**src/rtl/jtag_bridge_param.sv**
```systemverilog
// FT245-to-JTAG/AS bridge: turns host bytes into registered pin updates and shift bursts, and returns captured data.
// Optional `JTAG_AS_MODE_EN enables the B_NCE/B_NCS pins and B_ASDO capture; the default build is JTAG-only.
module jtag_bridge_param #(
    parameter int TCK_DIV  = 1,
    parameter int RD_PULSE = 2,
    parameter int WR_PULSE = 2
) (
    input  logic       CLK,
    input  logic       RESET,
    input  logic       nRXF,
    input  logic       nTXE,
    input  logic [7:0] D_IN,
    output logic [7:0] D_OUT,
    output logic       D_OE,
    output logic       nRD,
    output logic       WR,
    input  logic       B_TDO,
    input  logic       B_ASDO,
    output logic       B_TCK,
    output logic       B_TMS,
    output logic       B_TDI,
    output logic       B_NCE,
    output logic       B_NCS,
    output logic       B_OE,
    output logic       busy
);

    localparam logic [15:0] RD_LAST  = 16'(RD_PULSE - 1);
    localparam logic [15:0] WR_LAST  = 16'(WR_PULSE - 1);
    localparam logic [15:0] DIV_LAST = 16'(TCK_DIV - 1);

    typedef enum logic [3:0] {
        S_IDLE, S_RD_STROBE, S_DECODE, S_BB_SAMPLE, S_SH_LOW,
        S_SH_HIGH, S_TX_WAIT, S_TX_SETUP, S_TX_STROBE, S_TX_HOLD
    } state_t;

    state_t      state_q;
    logic        rxf_s1_q, rxf_s2_q, txe_s1_q, txe_s2_q;
    logic [15:0] cnt_q;
    logic [7:0]  byte_q, sh_data_q, cap_q, tx_q, dout_q;
    logic [2:0]  bit_q;
    logic [5:0]  count_q;
    logic        rd_flag_q;
    logic        nrd_q, wr_q, doe_q;
    logic        tck_q, tms_q, tdi_q, oe_q;
    logic        cap_src_d;

`ifdef JTAG_AS_MODE_EN
    logic        nce_q, ncs_q;
    assign B_NCE     = nce_q;
    assign B_NCS     = ncs_q;
    assign cap_src_d = ncs_q ? B_TDO : B_ASDO;
`else
    assign B_NCE     = 1'b0;
    assign B_NCS     = 1'b1;
    assign cap_src_d = B_TDO;
`endif

    assign D_OUT = dout_q;
    assign D_OE  = doe_q;
    assign nRD   = nrd_q;
    assign WR    = wr_q;
    assign B_TCK = tck_q;
    assign B_TMS = tms_q;
    assign B_TDI = tdi_q;
    assign B_OE  = oe_q;
    assign busy  = (state_q != S_IDLE);

    always_ff @(posedge CLK or posedge RESET) begin
        if (RESET) begin
            state_q   <= S_IDLE;
            rxf_s1_q  <= 1'b1;
            rxf_s2_q  <= 1'b1;
            txe_s1_q  <= 1'b1;
            txe_s2_q  <= 1'b1;
            cnt_q     <= '0;
            byte_q    <= '0;
            sh_data_q <= '0;
            cap_q     <= '0;
            tx_q      <= '0;
            dout_q    <= '0;
            bit_q     <= '0;
            count_q   <= '0;
            rd_flag_q <= 1'b0;
            nrd_q     <= 1'b1;
            wr_q      <= 1'b0;
            doe_q     <= 1'b0;
            tck_q     <= 1'b0;
            tms_q     <= 1'b0;
            tdi_q     <= 1'b0;
            oe_q      <= 1'b0;
`ifdef JTAG_AS_MODE_EN
            nce_q     <= 1'b0;
            ncs_q     <= 1'b1;
`endif
        end else begin
            rxf_s1_q <= nRXF;
            rxf_s2_q <= rxf_s1_q;
            txe_s1_q <= nTXE;
            txe_s2_q <= txe_s1_q;
            case (state_q)
                S_IDLE: begin
                    if (!rxf_s2_q) begin
                        nrd_q   <= 1'b0;
                        cnt_q   <= '0;
                        state_q <= S_RD_STROBE;
                    end
                end
                S_RD_STROBE: begin
                    if (cnt_q == RD_LAST) begin
                        byte_q  <= D_IN;
                        nrd_q   <= 1'b1;
                        state_q <= S_DECODE;
                    end else begin
                        cnt_q <= cnt_q + 16'd1;
                    end
                end
                S_DECODE: begin
                    // A pending burst count means this byte is shift data, whatever its top bits are.
                    if (count_q != 6'd0) begin
                        sh_data_q <= byte_q;
                        bit_q     <= 3'd0;
                        cnt_q     <= '0;
                        tck_q     <= 1'b0;
                        tdi_q     <= byte_q[0];
                        state_q   <= S_SH_LOW;
                    end else if (!byte_q[7]) begin
                        tck_q   <= byte_q[0];
                        tms_q   <= byte_q[1];
`ifdef JTAG_AS_MODE_EN
                        nce_q   <= byte_q[2];
                        ncs_q   <= byte_q[3];
`endif
                        tdi_q   <= byte_q[4];
                        oe_q    <= byte_q[5];
                        state_q <= byte_q[6] ? S_BB_SAMPLE : S_IDLE;
                    end else begin
                        count_q   <= byte_q[5:0];
                        rd_flag_q <= byte_q[6];
                        state_q   <= S_IDLE;
                    end
                end
                S_BB_SAMPLE: begin
                    tx_q    <= {6'b0, B_ASDO, B_TDO};
                    state_q <= S_TX_WAIT;
                end
                S_SH_LOW: begin
                    if (cnt_q == DIV_LAST) begin
                        cnt_q   <= '0;
                        tck_q   <= 1'b1;
                        state_q <= S_SH_HIGH;
                    end else begin
                        cnt_q <= cnt_q + 16'd1;
                    end
                end
                S_SH_HIGH: begin
                    if (cnt_q == 16'd0) begin
                        cap_q[bit_q] <= cap_src_d;
                    end
                    if (cnt_q == DIV_LAST) begin
                        cnt_q <= '0;
                        tck_q <= 1'b0;
                        if (bit_q != 3'd7) begin
                            bit_q   <= bit_q + 3'd1;
                            tdi_q   <= sh_data_q[bit_q + 3'd1];
                            state_q <= S_SH_LOW;
                        end else begin
                            if (count_q != 6'd0) begin
                                count_q <= count_q - 6'd1;
                            end
                            // With TCK_DIV=1 bit 7 is captured on this same edge, so merge it in directly.
                            tx_q    <= (cnt_q == 16'd0) ? {cap_src_d, cap_q[6:0]} : cap_q;
                            state_q <= rd_flag_q ? S_TX_WAIT : S_IDLE;
                        end
                    end else begin
                        cnt_q <= cnt_q + 16'd1;
                    end
                end
                S_TX_WAIT: begin
                    if (!txe_s2_q) begin
                        dout_q  <= tx_q;
                        doe_q   <= 1'b1;
                        state_q <= S_TX_SETUP;
                    end
                end
                S_TX_SETUP: begin
                    wr_q    <= 1'b1;
                    cnt_q   <= '0;
                    state_q <= S_TX_STROBE;
                end
                S_TX_STROBE: begin
                    if (cnt_q == WR_LAST) begin
                        wr_q    <= 1'b0;
                        state_q <= S_TX_HOLD;
                    end else begin
                        cnt_q <= cnt_q + 16'd1;
                    end
                end
                S_TX_HOLD: begin
                    doe_q   <= 1'b0;
                    state_q <= S_IDLE;
                end
                default: state_q <= S_IDLE;
            endcase
        end
    end

endmodule

```
**config.mk**
```make
export PLATFORM = sky130hd
export DESIGN_NAME = jtag_bridge_param
export DESIGN_NICKNAME = d
export VERILOG_FILES = /design/src/rtl/jtag_bridge_param.sv
export SDC_FILE = /design/constraint.sdc
export NUM_CORES = 1
export LEC_CHECK = 0
export BUFFER_PORTS_ARGS = -buffer_cell sky130_fd_sc_hd__buf_4
export CAP_MARGIN = 25
export CORE_MARGIN = 2
export CORE_UTILIZATION = 60
export CTS_CLUSTER_SIZE = 30
export DETAILED_ROUTE_END_ITERATION = 8
export GPL_TIMING_DRIVEN = 1
export HOLD_SLACK_MARGIN = 0.15
export PLACE_DENSITY = 0.78
export SYNTH_ARGS = -nofsm -noshare
export SYNTH_HDL_FRONTEND = slang
export SYNTH_SLANG_ARGS = --single-unit
```
**constraint.sdc**
```tcl
create_clock -name CLK -period 3.4 [get_ports CLK]
set_input_delay 0.68 -clock CLK [delete_from_list [all_inputs] [get_ports CLK]]
set_output_delay 0.68 -clock CLK [all_outputs]
set_load 0.005 [all_outputs]
```
======== After elaboration in Yosys (flattened, before gate mapping) ========
Index checks and enable logic that the tools add are counted.
operators by class
  add/subtract/negate cells ............... 3
  $lt $le $gt $ge ......................... 3
  eq/ne operators ......................... 25
  multiplexer cells ....................... 52
  bitwise operators ....................... 3
  reduce and logical (&&, ||, !) cells .... 30
operators with widths
  cell                                                                    count
  16-bit case mux with 5 select lines                                     1
  16-bit two-way mux                                                      4
  4-bit case mux with 9 select lines                                      1
  6-bit two-way mux                                                       5
  2-bit inequality test, second input constant                            13
  4-bit two-way mux                                                       6
  3-bit two-way mux                                                       6
  16-bit by 1-bit adder with 16-bit output, second input constant         1
  16-bit by 1-bit equality test with 1-bit output, second input constant  1
  4-bit by 3-bit equality test with 1-bit output, second input constant   4
  16-bit logical NOT                                                      1
  8-bit two-way mux                                                       2
  8-bit case mux with 2 select lines                                      1
  4-bit AND reduction                                                     4
  1-bit two-way mux                                                       14
  6-bit case mux with 2 select lines                                      1
  2-bit AND reduction                                                     6
  3-bit AND reduction                                                     4
  6-bit AND reduction                                                     2
  2-bit nonzero test                                                      5
  8-bit bitwise mux                                                       1
  4-bit by 2-bit equality test with 1-bit output, second input constant   2
  4-bit equality test, second input constant                              2
  3-bit by 4-bit < comparator with 1-bit output, second input constant    2
  other kinds (19)                                                        27
word-level totals
  flip-flop bits (word level) ............. 81
  bits of input ports ..................... 14
  output and inout bits ................... 18
  logic and storage cells ................. 137

======== Depth between registers and ports, before layout ========
Gate-level depths: netlist (run 1).
  depth in word-level cells ............... 6
  mapped depth ............................ 8
  depth with buffers taken out ............ 7

======== Least setup slack after synthesis (run 1) ========
No wires, ideal clock.
  path kind ............................... reg-to-reg
  from .................................... register bit_q[1]
  to ...................................... register tdi_q, in the netlist B_TDI
  library setup time ...................... 0.125 ns
  data arrival time ....................... 2.058 ns
  slack ................................... 1.217 ns
  stages on the path, launching flop included .. 8
  buffers on the path ..................... 0
  clock period less this slack ............ 2.183 ns
  cell sequence ........................... dfrtp_1 -> ha_1 -> ha_1 -> mux4_2 -> nor2b_1 -> a211oi_1 -> a21oi_1 -> mux2_2
on the way
  word-level cells in the longest chain between the ends .. 6
  elaborated cells between the ends (all ways) .. 9
  classes of those cells .................. 1 x add/sub; 2 x eq/ne; 5 x mux; 1 x reduce/logical
RTL lines
  element                                    line  source
  start: declaration                         41    logic [2:0] bit_q;
  start signal: assignment                   164   bit_q <= bit_q + 3'd1;
  3-bit by 1-bit adder with 3-bit output     165   tdi_q <= sh_data_q[bit_q + 3'd1];
  1-bit binary-select mux with 3-bit select  165
  1-bit two-way mux (implied by the code)    165
  1-bit two-way mux                          163   if (bit_q != 3'd7) begin
  1-bit two-way mux                          160   if (cnt_q == DIV_LAST) begin
  1-bit case mux with 2 select lines         101   case (state_q)
  end signal: assignment                     125   tdi_q <= byte_q[0];
  end signal: assignment                     134   tdi_q <= byte_q[4];
  end signal: assignment                     165
  end: declaration                           45    logic tck_q, tms_q, tdi_q, oe_q;
Parallel ways exist; a longest one is shown, timed or not. The select of a mux whose other input is x is not followed.
A chain may end at the register's enable or synchronous reset.

======== Worst setup path in the final report (run 1) ========
  from .................................... register state_q[1]
  to ...................................... register cnt_q[0]
on the way
  word-level cells in the longest chain between the ends .. 4
  elaborated cells between the ends (all ways) .. 15
  classes of those cells .................. 9 x eq/ne; 1 x mux; 5 x reduce/logical
RTL lines
  element                                                                              line  source
  start: declaration                                                                   37    state_t state_q;
  start signal: assignment                                                             136   state_q <= byte_q[6] ? S_BB_SAMPLE : S_IDLE;
  start signal: assignment                                                             173   state_q <= rd_flag_q ? S_TX_WAIT : S_IDLE;
  4-bit by 3-bit equality test with 1-bit output (tied with other cells)               101
  2-bit OR reduction (no source line)                                                  --
  5-bit nonzero test (no source line) / 2-bit inequality test (equally long branches)  --
  4-bit AND reduction (no source line)                                                 --
  end signal: assignment                                                               115   cnt_q <= cnt_q + 16'd1;
  end signal: assignment                                                               153   cnt_q <= cnt_q + 16'd1;
  end signal: assignment                                                               176   cnt_q <= cnt_q + 16'd1;
  end: declaration                                                                     39    logic [15:0] cnt_q;
Parallel ways exist; a longest one is shown, timed or not.

==> results of run 1 <==
-- state kept, by name, summed over array words and instances (netlist names), 3 cells and up --
name / count
cnt_q: 16
D_OUT: 8
byte_q: 8
sh_data_q: 8
tx_q: 8
cap_q: 7
count_q: 6
state_q: 4
bit_q: 3
-- cells in the mapped netlist, types with 3 or more instances --
master and n:
sky130_fd_sc_hd__nor3b_1 3, sky130_fd_sc_hd__or2_2 4, sky130_fd_sc_hd__o21a_1 3, sky130_fd_sc_hd__o21ai_0 26, sky130_fd_sc_hd__a21o_1 3, sky130_fd_sc_hd__dfrtp_1 75, sky130_fd_sc_hd__ha_1 7, sky130_fd_sc_hd__or3_1 3
sky130_fd_sc_hd__a22oi_1 3, sky130_fd_sc_hd__nand4_1 6, sky130_fd_sc_hd__nand2_1 74, sky130_fd_sc_hd__and3_1 4, sky130_fd_sc_hd__dfstp_2 5, sky130_fd_sc_hd__o31ai_1 3, sky130_fd_sc_hd__nor4_4 5, sky130_fd_sc_hd__nor2_2 3
sky130_fd_sc_hd__nand3_1 13, sky130_fd_sc_hd__inv_1 13, sky130_fd_sc_hd__nor3_1 6, sky130_fd_sc_hd__a21oi_1 22, sky130_fd_sc_hd__nor2_1 15, sky130_fd_sc_hd__buf_2 11, sky130_fd_sc_hd__nor2b_1 7, sky130_fd_sc_hd__buf_4 5
sky130_fd_sc_hd__clkbuf_1 5, sky130_fd_sc_hd__a31oi_1 11, sky130_fd_sc_hd__mux2i_1 6, sky130_fd_sc_hd__mux2_2 29
-- report_power, final --
group / switching, W / internal (W) / leakage, nW
Combinational: 0.000885 / 0.000738 / 0.991
Clock: 0.000336 / 0.000256 / 0.0769
Sequential: 0.000346 / 0.00125 / 1.01
-- cell families after synthesis --
kind of cell | synth area share [%]
and+or+nand+nor | 20.4
AOI/OAI and AO/OA | 15.1
DFF | 47.5
muxes | 10.7
buffers and inverters | 3.87
adders and majority gates | 2.07
other | 0.177
xor gates and xnor gates | 0.207
-- metal layers --
metal	global-route usage, %	share of wire (%)
met5	0	0
met4	7.97	1.4
met3	4.90	4.4
met2	35.8	48
met1	33.5	47
-- area by class of cell --
type	count	area share [%]
Clock buffer	9	2.66
Clock inverter	6	0.807
Inverter	13	1.08
Multi-Input combinational cell	300	44.3
Sequential cell	80	43.2
Tap cell	96	2.58
Timing Repair Buffer	32	5.43
-- metrics by stage --
stage | hold WS, ns | instances | worst slack [ns] | util, %
final | 0.358 | 536 | 0.851 | 68.5
after global placement | 0.347 | 520 | 0.865 | 66.0
after global routing | 0.363 | 536 | 0.644 | 68.5
after floorplan | 0.345 | 415 | 0.677 | -
after detailed placement | 0.348 | 521 | 0.886 | 66.1
after CTS | 0.359 | 536 | 0.869 | 68.5
-- critical path, cell delays in order, from the launching register on --
cell and delay [ns]:
sky130_fd_sc_hd__dfrtp_1 0.68, sky130_fd_sc_hd__nor4b_2 0.53, sky130_fd_sc_hd__o21ai_2 0.27, sky130_fd_sc_hd__o221ai_1 0.32, sky130_fd_sc_hd__buf_4 0.28, sky130_fd_sc_hd__o21a_1 0.18, sky130_fd_sc_hd__mux2i_1 0.20
-- path summary, 6_finish.rpt --
check | end | slack, ns | depth (start not counted)
worst min-delay path | txe_s2_q | 0.36 | 0
min in group asynchronous | count_q[2] | 0.47 | 2
worst min register to register | txe_s2_q | 0.36 | 0
worst max-delay path | cnt_q[0] | 0.85 | 6
max in group asynchronous | nRD | 2.23 | 3
worst max register to register | cnt_q[0] | 0.85 | 6
==> report_table.html, run 1 <==
<table>
<tr><th>Metric</th><th>Value</th></tr>
<tr><th colspan="2">STA</th></tr>
<tr><td>Max Clock Freq</td><td>392 MHz</td></tr>
<tr><td>Slew headroom</td><td>34.5%</td></tr>
<tr><td>Setup Skew</td><td>0.00967 ns</td></tr>
<tr><td>Final setup vio count</td><td>0</td></tr>
<tr><td>Measured slew at the worst slew-check pin</td><td>0.979 ns</td></tr>
<tr><td>Sum of negative setup slack</td><td>0 ns</td></tr>
<tr><td>Final Max Slew Viols</td><td>0</td></tr>
<tr><td>Period utilisation layout</td><td>75.0%</td></tr>
<tr><td>Unrepaired setup endpoints after global routing</td><td>no</td></tr>
<tr><td>Period minus WS final</td><td>2.55 ns</td></tr>
<tr><td>Hold violation count in the final report</td><td>0</td></tr>
<tr><th colspan="2">Layout</th></tr>
<tr><td>Layout fillers</td><td>513</td></tr>
<tr><td>Net total in the final layout</td><td>457</td></tr>
<tr><td>Top library cells by usage in the layout, fill and taps aside</td><td>75 x sky130_fd_sc_hd__dfrtp_1, 74 x sky130_fd_sc_hd__nand2_1, 31 x sky130_fd_sc_hd__buf_4</td></tr>
<tr><td>Layout area overhead</td><td>9.93%</td></tr>
<tr><td>Most common library cell in the layout ignoring fill and taps</td><td>sky130_fd_sc_hd__dfrtp_1</td></tr>
<tr><td>FF+latch area</td><td>0.00201 mm²</td></tr>
<tr><td>Antenna fix cells</td><td>0</td></tr>
<tr><td>Layout cells sized above 1</td><td>24.3%</td></tr>
<tr><td>Design Area, Final</td><td>0.00465 mm²</td></tr>
<tr><td>Multi-input gate area in the final layout</td><td>0.00206 mm²</td></tr>
<tr><th colspan="2">Status</th></tr>
<tr><td>Run status</td><td>complete, no violations</td></tr>
<tr><th colspan="2">Min path</th></tr>
<tr><td>Hold/Removal Path Class</td><td>register to register</td></tr>
<tr><td>Hold Startpoint</td><td>txe_s1_q</td></tr>
<tr><th colspan="2">Clocking</th></tr>
<tr><td>Post CTS Setup Buffer Count</td><td>0</td></tr>
<tr><td>TritonCTS clock tree</td><td>yes</td></tr>
<tr><td>Clock latency of the later-clocked register in the worst-skew pair</td><td>0.35 ns</td></tr>
<tr><td>Post-cts gate resize count</td><td>0</td></tr>
<tr><td>CTS Buf Count</td><td>9</td></tr>
<tr><td>Post-CTS clock slew at the launch and capture registers of the worst setup and hold paths</td><td>0.08 ns</td></tr>
<tr><td>Sink count of the clock tree</td><td>80</td></tr>
<tr><td>Number of buffers inserted for hold repair after clock tree synthesis</td><td>0</td></tr>
<tr><td>Root buffer cell</td><td>sky130_fd_sc_hd__clkbuf_8</td></tr>
<tr><td>Clock tree buffer depth</td><td>2</td></tr>
<tr><td>H-tree depth</td><td>3</td></tr>
<tr><th colspan="2">Die</th></tr>
<tr><td>Horizontal die dimension</td><td>88.0 µm</td></tr>
<tr><td>Count of pins on the block boundary</td><td>32</td></tr>
<tr><td>Vertical die dimension</td><td>88.0 µm</td></tr>
<tr><td>Core area</td><td>0.00679 mm²</td></tr>
<tr><td>Effective utilization at floorplan</td><td>62.3%</td></tr>
<tr><td>Die area</td><td>0.00774 mm²</td></tr>
<tr><td>Cell Rows</td><td>30</td></tr>
<tr><th colspan="2">Routing</th></tr>
<tr><td>Residual antenna-violating net count after detailed routing</td><td>0</td></tr>
<tr><td>Vias after detailed routing</td><td>3,141</td></tr>
<tr><td>Via-per-instance ratio</td><td>5.86</td></tr>
<tr><td>Post-DR wirelength/cell</td><td>15.5 µm</td></tr>
<tr><td>Final Routed Wirelength</td><td>8280 µm</td></tr>
<tr><td>Starting DRC count in detailed routing</td><td>235</td></tr>
<tr><td>DR DRC count</td><td>0</td></tr>
<tr><td>First-pass DRT Iterations</td><td>4</td></tr>
<tr><th colspan="2">Yosys</th></tr>
<tr><td>Post-synth cell types</td><td>64</td></tr>
<tr><td>Yosys warns</td><td>0</td></tr>
<tr><td>Sequential share of the synthesized area</td><td>47.5%</td></tr>
<tr><td>Post-synth design cell area</td><td>0.00423 mm²</td></tr>
<tr><td>Number of nets in the synthesized netlist</td><td>436</td></tr>
<tr><td>Number of flops mapped to enable cells by yosys</td><td>0</td></tr>
<tr><td>Fraction of registers with async set or reset after synthesis</td><td>100%</td></tr>
<tr><td>Flop and latch count out of synthesis</td><td>80</td></tr>
<tr><td>Cell count after synthesis</td><td>415</td></tr>
<tr><td>Area share of the largest cell type after synthesis</td><td>44.4%</td></tr>
<tr><td>Dominant cells by area after synthesis</td><td>sky130_fd_sc_hd__dfrtp_1 44%, sky130_fd_sc_hd__mux2_2 7.7%, sky130_fd_sc_hd__nand2_1 6.6%</td></tr>
<tr><td>Most area-hungry cell type in the Yosys netlist</td><td>sky130_fd_sc_hd__dfrtp_1</td></tr>
<tr><td>Commonest register cell after synthesis</td><td>sky130_fd_sc_hd__dfrtp_1</td></tr>
<tr><td>Post-Syn Area per Cell</td><td>10.2 µm²</td></tr>
<tr><th colspan="2">Global routing</th></tr>
<tr><td>Wire length of the first global-routing pass</td><td>14,000 µm</td></tr>
<tr><td>Number of antenna violations at the first check in global routing</td><td>0</td></tr>
<tr><td>Overflow after GRT</td><td>0</td></tr>
<tr><td>Vias in the first global route</td><td>2,947</td></tr>
<tr><td>Overall fraction of global-route tracks in use</td><td>23.4%</td></tr>
<tr><td>Pin count of the biggest net entering global routing</td><td>49</td></tr>
<tr><th colspan="2">Worst setup path</th></tr>
<tr><td>CP Max Fanout</td><td>17</td></tr>
<tr><td>Category of the worst setup path capture point</td><td>register</td></tr>
<tr><td>Data required time at the worst endpoint</td><td>3.67 ns</td></tr>
<tr><td>Startpoint kind of the worst setup timing path</td><td>register</td></tr>
<tr><td>CP startpoint</td><td>state_q[1]</td></tr>
<tr><td>Worst Path Class, Setup</td><td>register to register</td></tr>
<tr><td>Startpoint of the worst register-to-register path</td><td>state_q[1]</td></tr>
<tr><td>Data arrival time at the worst-slack endpoint</td><td>2.82 ns</td></tr>
<tr><th colspan="2">Power</th></tr>
<tr><td>Total Power Consumption</td><td>0.00381 W</td></tr>
<tr><td>Highest ir drop seen on vdd</td><td>570 µV</td></tr>
<tr><td>Pleak</td><td>2.08 nW</td></tr>
<tr><td>Total power density per cell area</td><td>819 mW/mm²</td></tr>
<tr><th colspan="2">Placement</th></tr>
<tr><td>Routability congestion estimate from global placement</td><td>0.863</td></tr>
<tr><td>Placed cell areas</td><td>0.00449 mm²</td></tr>
<tr><td>Half-perimeter wire length of the detailed placement result</td><td>5730 µm</td></tr>
<tr><td>Count of input and output buffers</td><td>29</td></tr>
<tr><th colspan="2">Flow run</th></tr>
<tr><td>Max capacitance violation total</td><td>0</td></tr>
</table>
Power figures use the tool's default switching activity.
==> run 2, diff against run 1 <==
==> constraint.sdc (replaced) <==
create_clock -name CLK -period 2.5 [get_ports CLK]
set_input_delay 0.5 -clock CLK [delete_from_list [all_inputs] [get_ports CLK]]
set_output_delay 0.5 -clock CLK [all_outputs]
set_load 0.005 [all_outputs]
==> run 2 against run 1 <==
Net effect:
- sequential power grew 32%
- clock power up 81%
- largest power group unchanged
- clock skew about the same
- critical path type unchanged
- final cell count increased by 1.9%
- cell area up 3.2%
==> report_table.html, run 2 (same netlist as run 1, synthesis figures left out) <==
<table>
<tr><th>Metric</th><th>Value</th></tr>
<tr><th colspan="2">Status</th></tr>
<tr><td>Run status</td><td>complete, no violations (unchanged)</td></tr>
<tr><th colspan="2">Worst setup path</th></tr>
<tr><td>Startpoint kind of the worst setup timing path</td><td>register (unchanged)</td></tr>
<tr><td>CP Max Fanout</td><td>7 (was 17)</td></tr>
<tr><td>Critical path cell sequence</td><td>ha_1 &gt; ha_2 &gt; mux4_2 &gt; nor2b_1 &gt; a211oi_1 &gt; a21oi_1 &gt; mux2_2 (was nor4b_2 &gt; o21ai_2 &gt; o221ai_1 &gt; buf_4 &gt; o21a_1 &gt; mux2i_1)</td></tr>
<tr><td>Delay contributed by the slowest stage of the critical path</td><td>0.51 ns (was 0.68 ns)</td></tr>
<tr><td>Data arrival time at the worst-slack endpoint</td><td>2.61 ns (was 2.82 ns)</td></tr>
<tr><td>Data required time at the worst endpoint</td><td>2.74 ns (was 3.67 ns)</td></tr>
<tr><td>Reg2reg setup slack</td><td>0.13 ns (was 0.85 ns)</td></tr>
<tr><td>Category of the worst setup path capture point</td><td>register (unchanged)</td></tr>
<tr><td>Worst Path Class, Setup</td><td>register to register (unchanged)</td></tr>
<tr><td>Cell with the largest stage delay on the worst path</td><td>sky130_fd_sc_hd__mux4_2 (was sky130_fd_sc_hd__dfrtp_1)</td></tr>
<tr><th colspan="2">STA</th></tr>
<tr><td>Max Clock Freq</td><td>422 MHz (was 392 MHz)</td></tr>
<tr><td>Slew headroom</td><td>56.2% (was 34.5%)</td></tr>
<tr><td>Unrepaired setup endpoints after global routing</td><td>no (unchanged)</td></tr>
<tr><td>Sum of negative setup slack</td><td>0 ns (unchanged)</td></tr>
<tr><td>Hold violation count in the final report</td><td>0 (unchanged)</td></tr>
<tr><td>Period minus WS final</td><td>2.37 ns (was 2.55 ns)</td></tr>
<tr><td>Setup Skew</td><td>0.00969 ns (was 0.00967 ns)</td></tr>
<tr><td>Period utilisation layout</td><td>94.8% (was 75.0%)</td></tr>
<tr><td>Measured slew at the worst slew-check pin</td><td>0.655 ns (was 0.979 ns)</td></tr>
<tr><td>Final Max Slew Viols</td><td>0 (unchanged)</td></tr>
<tr><td>Final setup vio count</td><td>0 (unchanged)</td></tr>
<tr><th colspan="2">Power</th></tr>
<tr><td>Total power density per cell area</td><td>1180 mW/mm² (was 819 mW/mm²)</td></tr>
<tr><td>Total Power Consumption</td><td>0.00564 W (was 0.00381 W)</td></tr>
<tr><td>Highest ir drop seen on vdd</td><td>788 µV (was 570 µV)</td></tr>
<tr><td>Pleak</td><td>2.16 nW (was 2.08 nW)</td></tr>
<tr><th colspan="2">Global routing</th></tr>
<tr><td>Pin count of the biggest net entering global routing</td><td>35 (was 49)</td></tr>
<tr><td>Overflow after GRT</td><td>0 (unchanged)</td></tr>
<tr><td>Number of antenna violations at the first check in global routing</td><td>0 (unchanged)</td></tr>
<tr><td>Overall fraction of global-route tracks in use</td><td>25.9% (was 23.4%)</td></tr>
<tr><td>Vias in the first global route</td><td>3,207 (was 2,947)</td></tr>
<tr><td>Wire length of the first global-routing pass</td><td>15,400 µm (was 14,000 µm)</td></tr>
<tr><th colspan="2">Die</th></tr>
<tr><td>Vertical die dimension</td><td>88.0 µm (unchanged)</td></tr>
<tr><td>Horizontal die dimension</td><td>88.0 µm (unchanged)</td></tr>
<tr><td>Count of pins on the block boundary</td><td>32 (unchanged)</td></tr>
<tr><td>Core area</td><td>0.00679 mm² (unchanged)</td></tr>
<tr><td>Cell Rows</td><td>30 (unchanged)</td></tr>
<tr><td>Effective utilization at floorplan</td><td>62.3% (unchanged)</td></tr>
<tr><td>Die area</td><td>0.00774 mm² (unchanged)</td></tr>
<tr><th colspan="2">Layout</th></tr>
<tr><td>Layout area overhead</td><td>13.5% (was 9.93%)</td></tr>
<tr><td>Number of flip-flops in the largest register</td><td>16 (unchanged)</td></tr>
<tr><td>Most common library cell in the layout ignoring fill and taps</td><td>sky130_fd_sc_hd__dfrtp_1 (unchanged)</td></tr>
<tr><td>Final cell count without fillers</td><td>546 (was 536)</td></tr>
<tr><td>Layout fillers</td><td>506 (was 513)</td></tr>
<tr><td>End-of-flow core utilization</td><td>70.7% (was 68.5%)</td></tr>
<tr><td>Design Area, Final</td><td>0.00480 mm² (was 0.00465 mm²)</td></tr>
<tr><td>Antenna fix cells</td><td>0 (unchanged)</td></tr>
<tr><td>Layout cells sized above 1</td><td>26.2% (was 24.3%)</td></tr>
<tr><td>FF+latch area</td><td>0.00201 mm² (unchanged)</td></tr>
<tr><td>Largest reg by FF count</td><td>cnt_q (unchanged)</td></tr>
<tr><td>Multi-input gate area in the final layout</td><td>0.00206 mm² (about the same)</td></tr>
<tr><td>Net total in the final layout</td><td>467 (was 457)</td></tr>
<tr><td>Top library cells by usage in the layout, fill and taps aside</td><td>75 x sky130_fd_sc_hd__dfrtp_1, 74 x sky130_fd_sc_hd__nand2_1, 40 x sky130_fd_sc_hd__buf_4 (was 75 x sky130_fd_sc_hd__dfrtp_1, 74 x sky130_fd_sc_hd__nand2_1, 31 x sky130_fd_sc_hd__buf_4)</td></tr>
<tr><th colspan="2">Clocking</th></tr>
<tr><td>Clock tree buffer depth</td><td>2 (unchanged)</td></tr>
<tr><td>Root buffer cell</td><td>sky130_fd_sc_hd__clkbuf_8 (unchanged)</td></tr>
<tr><td>Clock latency of the later-clocked register in the worst-skew pair</td><td>0.36 ns (was 0.35 ns)</td></tr>
<tr><td>Sink count of the clock tree</td><td>80 (unchanged)</td></tr>
<tr><td>Post-CTS clock slew at the launch and capture registers of the worst setup and hold paths</td><td>0.08 ns (about the same)</td></tr>
<tr><td>TritonCTS clock tree</td><td>yes (unchanged)</td></tr>
<tr><td>Post CTS Setup Buffer Count</td><td>0 (unchanged)</td></tr>
<tr><td>H-tree depth</td><td>3 (unchanged)</td></tr>
<tr><td>CTS Buf Count</td><td>9 (unchanged)</td></tr>
<tr><th colspan="2">Routing</th></tr>
<tr><td>First-pass DRT Iterations</td><td>5 (was 4)</td></tr>
<tr><td>Residual antenna-violating net count after detailed routing</td><td>0 (unchanged)</td></tr>
<tr><td>DR DRC count</td><td>0 (unchanged)</td></tr>
<tr><td>Final Routed Wirelength</td><td>9210 µm (was 8280 µm)</td></tr>
<tr><td>Via-per-instance ratio</td><td>6.07 (was 5.86)</td></tr>
<tr><td>Post-DR wirelength/cell</td><td>16.9 µm (was 15.5 µm)</td></tr>
<tr><td>Starting DRC count in detailed routing</td><td>189 (was 235)</td></tr>
<tr><td>Vias after detailed routing</td><td>3,313 (was 3,141)</td></tr>
<tr><th colspan="2">Placement</th></tr>
<tr><td>Placed cell areas</td><td>0.00458 mm² (was 0.00449 mm²)</td></tr>
<tr><td>Number of cells in the design after placement</td><td>531 (was 521)</td></tr>
<tr><td>Half-perimeter wire length of the detailed placement result</td><td>6360 µm (was 5730 µm)</td></tr>
<tr><td>Routability congestion estimate from global placement</td><td>0.825 (was 0.863)</td></tr>
<tr><td>Count of input and output buffers</td><td>29 (unchanged)</td></tr>
<tr><th colspan="2">Flow run</th></tr>
<tr><td>Max capacitance violation total</td><td>0 (unchanged)</td></tr>
<tr><th colspan="2">Min path</th></tr>
<tr><td>Hold/Removal Path Class</td><td>input port to asynchronous set/reset pin (was register to register)</td></tr>
</table>
run 2: cell count changes in the layout (fill, tap and decap cells not counted), sizes merged:
cell      delta
clkinv       -2
buf         +10
clkbuf       +1
clkinvlp     -1
bufinv       +2
run 2: power by group:
part           internal, W  leakage (nW)  switching, W
combinational      0.00110          1.04       0.00137
clock             0.000584         0.108      0.000482
sequential         0.00170          1.01      0.000405
run 2: layer usage:
| layer | share of wire, % | GRT usage [%] |
|---|---|---|
| met1 | 43 | 34.4 |
| met2 | 48 | 41.2 |
| met3 | 6.2 | 5.66 |
| met4 | 2.0 | 10.9 |
| met5 | 0 | 0 |
run 2: worst paths after layout:
| path | to | from | depth (start not counted) |
|---|---|---|---|
| worst max-delay path | B_TDI | bit_q[1] | 7 |
| worst min-delay path | cnt_q[8] | RESET | 2 |
| worst min register to register | rxf_s2_q | rxf_s1_q | 0 |
| worst max register to register | B_TDI | bit_q[1] | 7 |
| max in group asynchronous | B_TDI | RESET | 3 |
| min in group CLK | rxf_s1_q | nRXF | 1 |
run 2: area by class of cell:
class                   instances  area share [%]
clock buffers                  10            2.87
clock inverters                 5            1.69
inverters                      13            1.09
multi-input cells             300            42.9
flip-flops and latches         80            41.8
well taps                      96            2.50
repair buffers                 42            7.09
run 2: through the flow:
stage	hold WS [ns]	worst slack, ns
floorplan	0.345	0.317
global placement	0.346	0.268
detailed placement	0.350	0.188
CTS	0.236	0.101
global route	0.233	0.00712
finish	0.231	0.130
run 2: what timing repair did:
item,4_1_cts,5_1_grt
hold buffers,0,0
resized for setup,0,1
endpoints found under the setup margin,0,1
run 2: worst max-delay path, delay by kind of cell (launching register included):
kind,cells,cell delay [ns]
simple gates,1,0.14
flops,1,0.45
mux,2,0.77
fa+ha+maj,2,0.60
compound gates,2,0.29
==> run 3, diff against run 2 <==
--- a/config.mk
+++ b/config.mk
@@ -14,6 +14,7 @@
 export GPL_TIMING_DRIVEN = 1
 export HOLD_SLACK_MARGIN = 0.15
 export PLACE_DENSITY = 0.78
+export RECOVER_POWER = 25
 export SYNTH_ARGS = -nofsm -noshare
 export SYNTH_HDL_FRONTEND = slang
 export SYNTH_SLANG_ARGS = --single-unit
==> run 3 against run 2 <==
Net effect:
- maximum frequency about the same
- largest cell class unchanged
- hold slack improved by 0.015 ns
- flip-flop and latch count did not move
- register-to-register slack hardly changed
- final cell count stayed put
- clock power barely moved
- largest power group unchanged
- core utilization fell by 0.28 points
==> report_table.html, run 3 (same netlist as run 1, synthesis figures left out) <==
<table>
<tr><th>Metric</th><th>Value</th></tr>
<tr><th colspan="2">Layout</th></tr>
<tr><td>Most common library cell in the layout ignoring fill and taps</td><td>sky130_fd_sc_hd__dfrtp_1 (unchanged)</td></tr>
<tr><td>Top library cells by usage in the layout, fill and taps aside</td><td>75 x sky130_fd_sc_hd__dfrtp_1, 74 x sky130_fd_sc_hd__nand2_1, 37 x sky130_fd_sc_hd__buf_4 (was 75 x sky130_fd_sc_hd__dfrtp_1, 74 x sky130_fd_sc_hd__nand2_1, 40 x sky130_fd_sc_hd__buf_4)</td></tr>
<tr><td>Antenna fix cells</td><td>0 (unchanged)</td></tr>
<tr><td>End-of-flow core utilization</td><td>70.4% (was 70.7%)</td></tr>
<tr><td>Net total in the final layout</td><td>467 (unchanged)</td></tr>
<tr><td>Layout area overhead</td><td>13.0% (was 13.5%)</td></tr>
<tr><td>Largest reg by FF count</td><td>cnt_q (unchanged)</td></tr>
<tr><td>Layout cells sized above 1</td><td>26.0% (was 26.2%)</td></tr>
<tr><td>Number of flip-flops in the largest register</td><td>16 (unchanged)</td></tr>
<tr><th colspan="2">Worst setup path</th></tr>
<tr><td>Cell with the largest stage delay on the worst path</td><td>sky130_fd_sc_hd__mux4_2 (unchanged)</td></tr>
<tr><td>CP delay by family, top</td><td>multiplexers (unchanged)</td></tr>
<tr><td>Startpoint kind of the worst setup timing path</td><td>register (unchanged)</td></tr>
<tr><td>Delay contributed by the slowest stage of the critical path</td><td>0.51 ns (about the same)</td></tr>
<tr><td>Cell count of the worst reg-to-reg path</td><td>7 (unchanged)</td></tr>
<tr><td>CP Buf/Inv Count</td><td>0 (unchanged)</td></tr>
<tr><td>CP Max Fanout</td><td>7 (unchanged)</td></tr>
<tr><td>Category of the worst setup path capture point</td><td>register (unchanged)</td></tr>
<tr><td>Endpoint of the worst register-to-register path</td><td>B_TDI (unchanged)</td></tr>
<tr><td>Worst Path Class, Setup</td><td>register to register (unchanged)</td></tr>
<tr><td>Reg2reg setup slack</td><td>0.13 ns (about the same)</td></tr>
<tr><td>Data required time at the worst endpoint</td><td>2.74 ns (about the same)</td></tr>
<tr><td>Critical path cell sequence</td><td>ha_1 &gt; ha_2 &gt; mux4_2 &gt; nor2b_1 &gt; a211oi_1 &gt; a21oi_1 &gt; mux2_2 (unchanged)</td></tr>
<tr><td>Startpoint of the worst register-to-register path</td><td>bit_q[1] (unchanged)</td></tr>
<tr><td>Data arrival time at the worst-slack endpoint</td><td>2.61 ns (about the same)</td></tr>
<tr><th colspan="2">STA</th></tr>
<tr><td>Slew headroom</td><td>15.4% (was 56.2%)</td></tr>
<tr><td>Unrepaired setup endpoints after global routing</td><td>no (unchanged)</td></tr>
<tr><td>Final setup vio count</td><td>0 (unchanged)</td></tr>
<tr><td>Period minus WS final</td><td>2.37 ns (about the same)</td></tr>
<tr><td>Period utilisation layout</td><td>94.8% (about the same)</td></tr>
<tr><td>Setup Skew</td><td>0.0121 ns (was 0.00969 ns)</td></tr>
<tr><td>Sum of negative setup slack</td><td>0 ns (unchanged)</td></tr>
<tr><td>Final Max Slew Viols</td><td>0 (unchanged)</td></tr>
<tr><td>Measured slew at the worst slew-check pin</td><td>1.26 ns (was 0.655 ns)</td></tr>
<tr><td>Hold violation count in the final report</td><td>0 (unchanged)</td></tr>
<tr><td>Max Clock Freq</td><td>422 MHz (about the same)</td></tr>
<tr><td>Final worst-path setup slack</td><td>0.130 ns (about the same)</td></tr>
<tr><th colspan="2">Routing</th></tr>
<tr><td>DR DRC count</td><td>0 (unchanged)</td></tr>
<tr><td>Vias after detailed routing</td><td>3,312 (was 3,313)</td></tr>
<tr><td>Residual antenna-violating net count after detailed routing</td><td>0 (unchanged)</td></tr>
<tr><td>First-pass DRT Iterations</td><td>5 (unchanged)</td></tr>
<tr><td>Final Routed Wirelength</td><td>9150 µm (was 9210 µm)</td></tr>
<tr><td>Post-DR wirelength/cell</td><td>16.8 µm (was 16.9 µm)</td></tr>
<tr><td>Via-per-instance ratio</td><td>6.07 (about the same)</td></tr>
<tr><td>Starting DRC count in detailed routing</td><td>184 (was 189)</td></tr>
<tr><th colspan="2">Global routing</th></tr>
<tr><td>Overall fraction of global-route tracks in use</td><td>25.9% (unchanged)</td></tr>
<tr><td>Number of antenna violations at the first check in global routing</td><td>0 (unchanged)</td></tr>
<tr><td>Overflow after GRT</td><td>0 (unchanged)</td></tr>
<tr><td>Wire length of the first global-routing pass</td><td>15,400 µm (unchanged)</td></tr>
<tr><td>Vias in the first global route</td><td>3,207 (unchanged)</td></tr>
<tr><td>Pin count of the biggest net entering global routing</td><td>35 (unchanged)</td></tr>
<tr><th colspan="2">Placement</th></tr>
<tr><td>Half-perimeter wire length of the detailed placement result</td><td>6360 µm (unchanged)</td></tr>
<tr><td>Worst slack after detailed placement</td><td>0.188 ns (unchanged)</td></tr>
<tr><td>Count of input and output buffers</td><td>29 (unchanged)</td></tr>
<tr><td>Routability congestion estimate from global placement</td><td>0.825 (unchanged)</td></tr>
<tr><th colspan="2">Min path</th></tr>
<tr><td>Worst min-delay path endpoint</td><td>rxf_s1_q</td></tr>
<tr><td>Hold Startpoint</td><td>nRXF</td></tr>
<tr><td>Hold/Removal Path Class</td><td>input port to register (was input port to asynchronous set/reset pin)</td></tr>
<tr><td>Number of cells traversed by the worst hold path</td><td>1</td></tr>
<tr><th colspan="2">Die</th></tr>
<tr><td>Horizontal die dimension</td><td>88.0 µm (unchanged)</td></tr>
<tr><td>Cell Rows</td><td>30 (unchanged)</td></tr>
<tr><td>Effective utilization at floorplan</td><td>62.3% (unchanged)</td></tr>
<tr><td>Die area</td><td>0.00774 mm² (unchanged)</td></tr>
<tr><td>Core area</td><td>0.00679 mm² (unchanged)</td></tr>
<tr><td>Count of pins on the block boundary</td><td>32 (unchanged)</td></tr>
<tr><td>Vertical die dimension</td><td>88.0 µm (unchanged)</td></tr>
<tr><th colspan="2">Clocking</th></tr>
<tr><td>CTS Buf Count</td><td>9 (unchanged)</td></tr>
<tr><td>Sink count of the clock tree</td><td>80 (unchanged)</td></tr>
<tr><td>Post-CTS clock slew at the launch and capture registers of the worst setup and hold paths</td><td>0.08 ns (about the same)</td></tr>
<tr><td>Number of buffers inserted for hold repair after clock tree synthesis</td><td>0 (unchanged)</td></tr>
<tr><td>H-tree depth</td><td>3 (unchanged)</td></tr>
<tr><td>Root buffer cell</td><td>sky130_fd_sc_hd__clkbuf_8 (unchanged)</td></tr>
<tr><td>TritonCTS clock tree</td><td>yes (unchanged)</td></tr>
<tr><td>Clock latency of the later-clocked register in the worst-skew pair</td><td>0.36 ns (about the same)</td></tr>
<tr><td>Clock tree buffer depth</td><td>2 (unchanged)</td></tr>
<tr><th colspan="2">Flow run</th></tr>
<tr><td>Max capacitance violation total</td><td>0 (unchanged)</td></tr>
<tr><th colspan="2">Power</th></tr>
<tr><td>Pleak</td><td>2.15 nW (was 2.16 nW)</td></tr>
<tr><td>Highest ir drop seen on vdd</td><td>783 µV (was 788 µV)</td></tr>
<tr><td>Total Power Consumption</td><td>0.00563 W (was 0.00564 W)</td></tr>
<tr><td>Fraction of power consumed by sequential logic</td><td>37.4% (was 37.3%)</td></tr>
<tr><td>Total power density per cell area</td><td>1180 mW/mm² (about the same)</td></tr>
<tr><td>Sw frac</td><td>40.0% (was 40.1%)</td></tr>
<tr><td>Internal power contribution</td><td>0.00338 W (about the same)</td></tr>
<tr><td>Clock share of power</td><td>18.9% (about the same)</td></tr>
<tr><td>Share of total power in combinational logic</td><td>43.6% (was 43.8%)</td></tr>
<tr><td>Switch Pwr</td><td>0.00226 W (about the same)</td></tr>
<tr><th colspan="2">Status</th></tr>
<tr><td>Run status</td><td>complete, no violations (unchanged)</td></tr>
</table>
run 3: cell count changes in the layout (fill, tap and decap cells not counted):
| cell | previous run | this run |
|---|---|---|
| sky130_fd_sc_hd__buf_4 | 40 | 37 |
| sky130_fd_sc_hd__clkbuf_4 | 0 | 3 |
| sky130_fd_sc_hd__buf_12 | 2 | 1 |
| sky130_fd_sc_hd__clkbuf_1 | 0 | 1 |
| sky130_fd_sc_hd__clkinvlp_2 | 0 | 1 |
| sky130_fd_sc_hd__clkinvlp_4 | 2 | 1 |
run 3: worst reg2reg max path, delay by kind of cell, from the launching register on:
family	cells	cell delay, ns
and+or+nand+nor	1	0.14
DFF	1	0.45
adders and majority gates	2	0.60
muxes	2	0.77
AOI/OAI and AO/OA	2	0.30
run 3: worst max-delay path by stage:
stage	startpoint	endpoint	slack (ns)	cells after the start
2_1_floorplan	bit_q[1]	B_TDI	0.32	7
3_3_place_gp	bit_q[1]	B_TDI	0.27	7
3_5_place_dp	bit_q[1]	B_TDI	0.19	7
4_1_cts	bit_q[1]	B_TDI	0.10	7
5_1_grt	bit_q[1]	B_TDI	0.007	7
6_report	bit_q[1]	B_TDI	0.13	7
run 3: layout make-up:
cell class	count	area, µm²
inverter	13	50.0
clock buffer	10	138
sequential	80	2010
multi-input combinational	300	2060
tap	96	120
fill	510	2010
clock inverter	5	81.3
timing repair buffer	42	324
run 3: per-stage QoR:
step | cells | hold slack, ns | area (µm²)
after floorplan | 415 | 0.345 | 4240
after global placement | 531 | 0.346 | 4580
after detailed placement | 531 | 0.350 | 4580
after CTS | 546 | 0.236 | 4800
after global routing | 546 | 0.235 | 4780
final | 546 | 0.245 | 4780
run 3: what timing repair did:
item                       in CTS  in global routing
setup endpoints to repair       0                  1
gates resized for setup         0                  1
setup buffers                   0                  0
run 3: layer usage:
layer	share of wire (%)	GRT usage, %
met1	43	34.4
met2	48	41.2
met3	6.5	5.66
met4	2.3	10.9
met5	0	0
run 3: power groups by stage:
stage               Sequential (W)  Clock [W]  Combinational [W]
floorplan                  0.00196          0            0.00187
global placement           0.00209          0            0.00232
finish                     0.00211    0.00107            0.00246
global route               0.00217    0.00114            0.00271
detailed placement         0.00212          0            0.00243
CTS                        0.00210    0.00108            0.00246
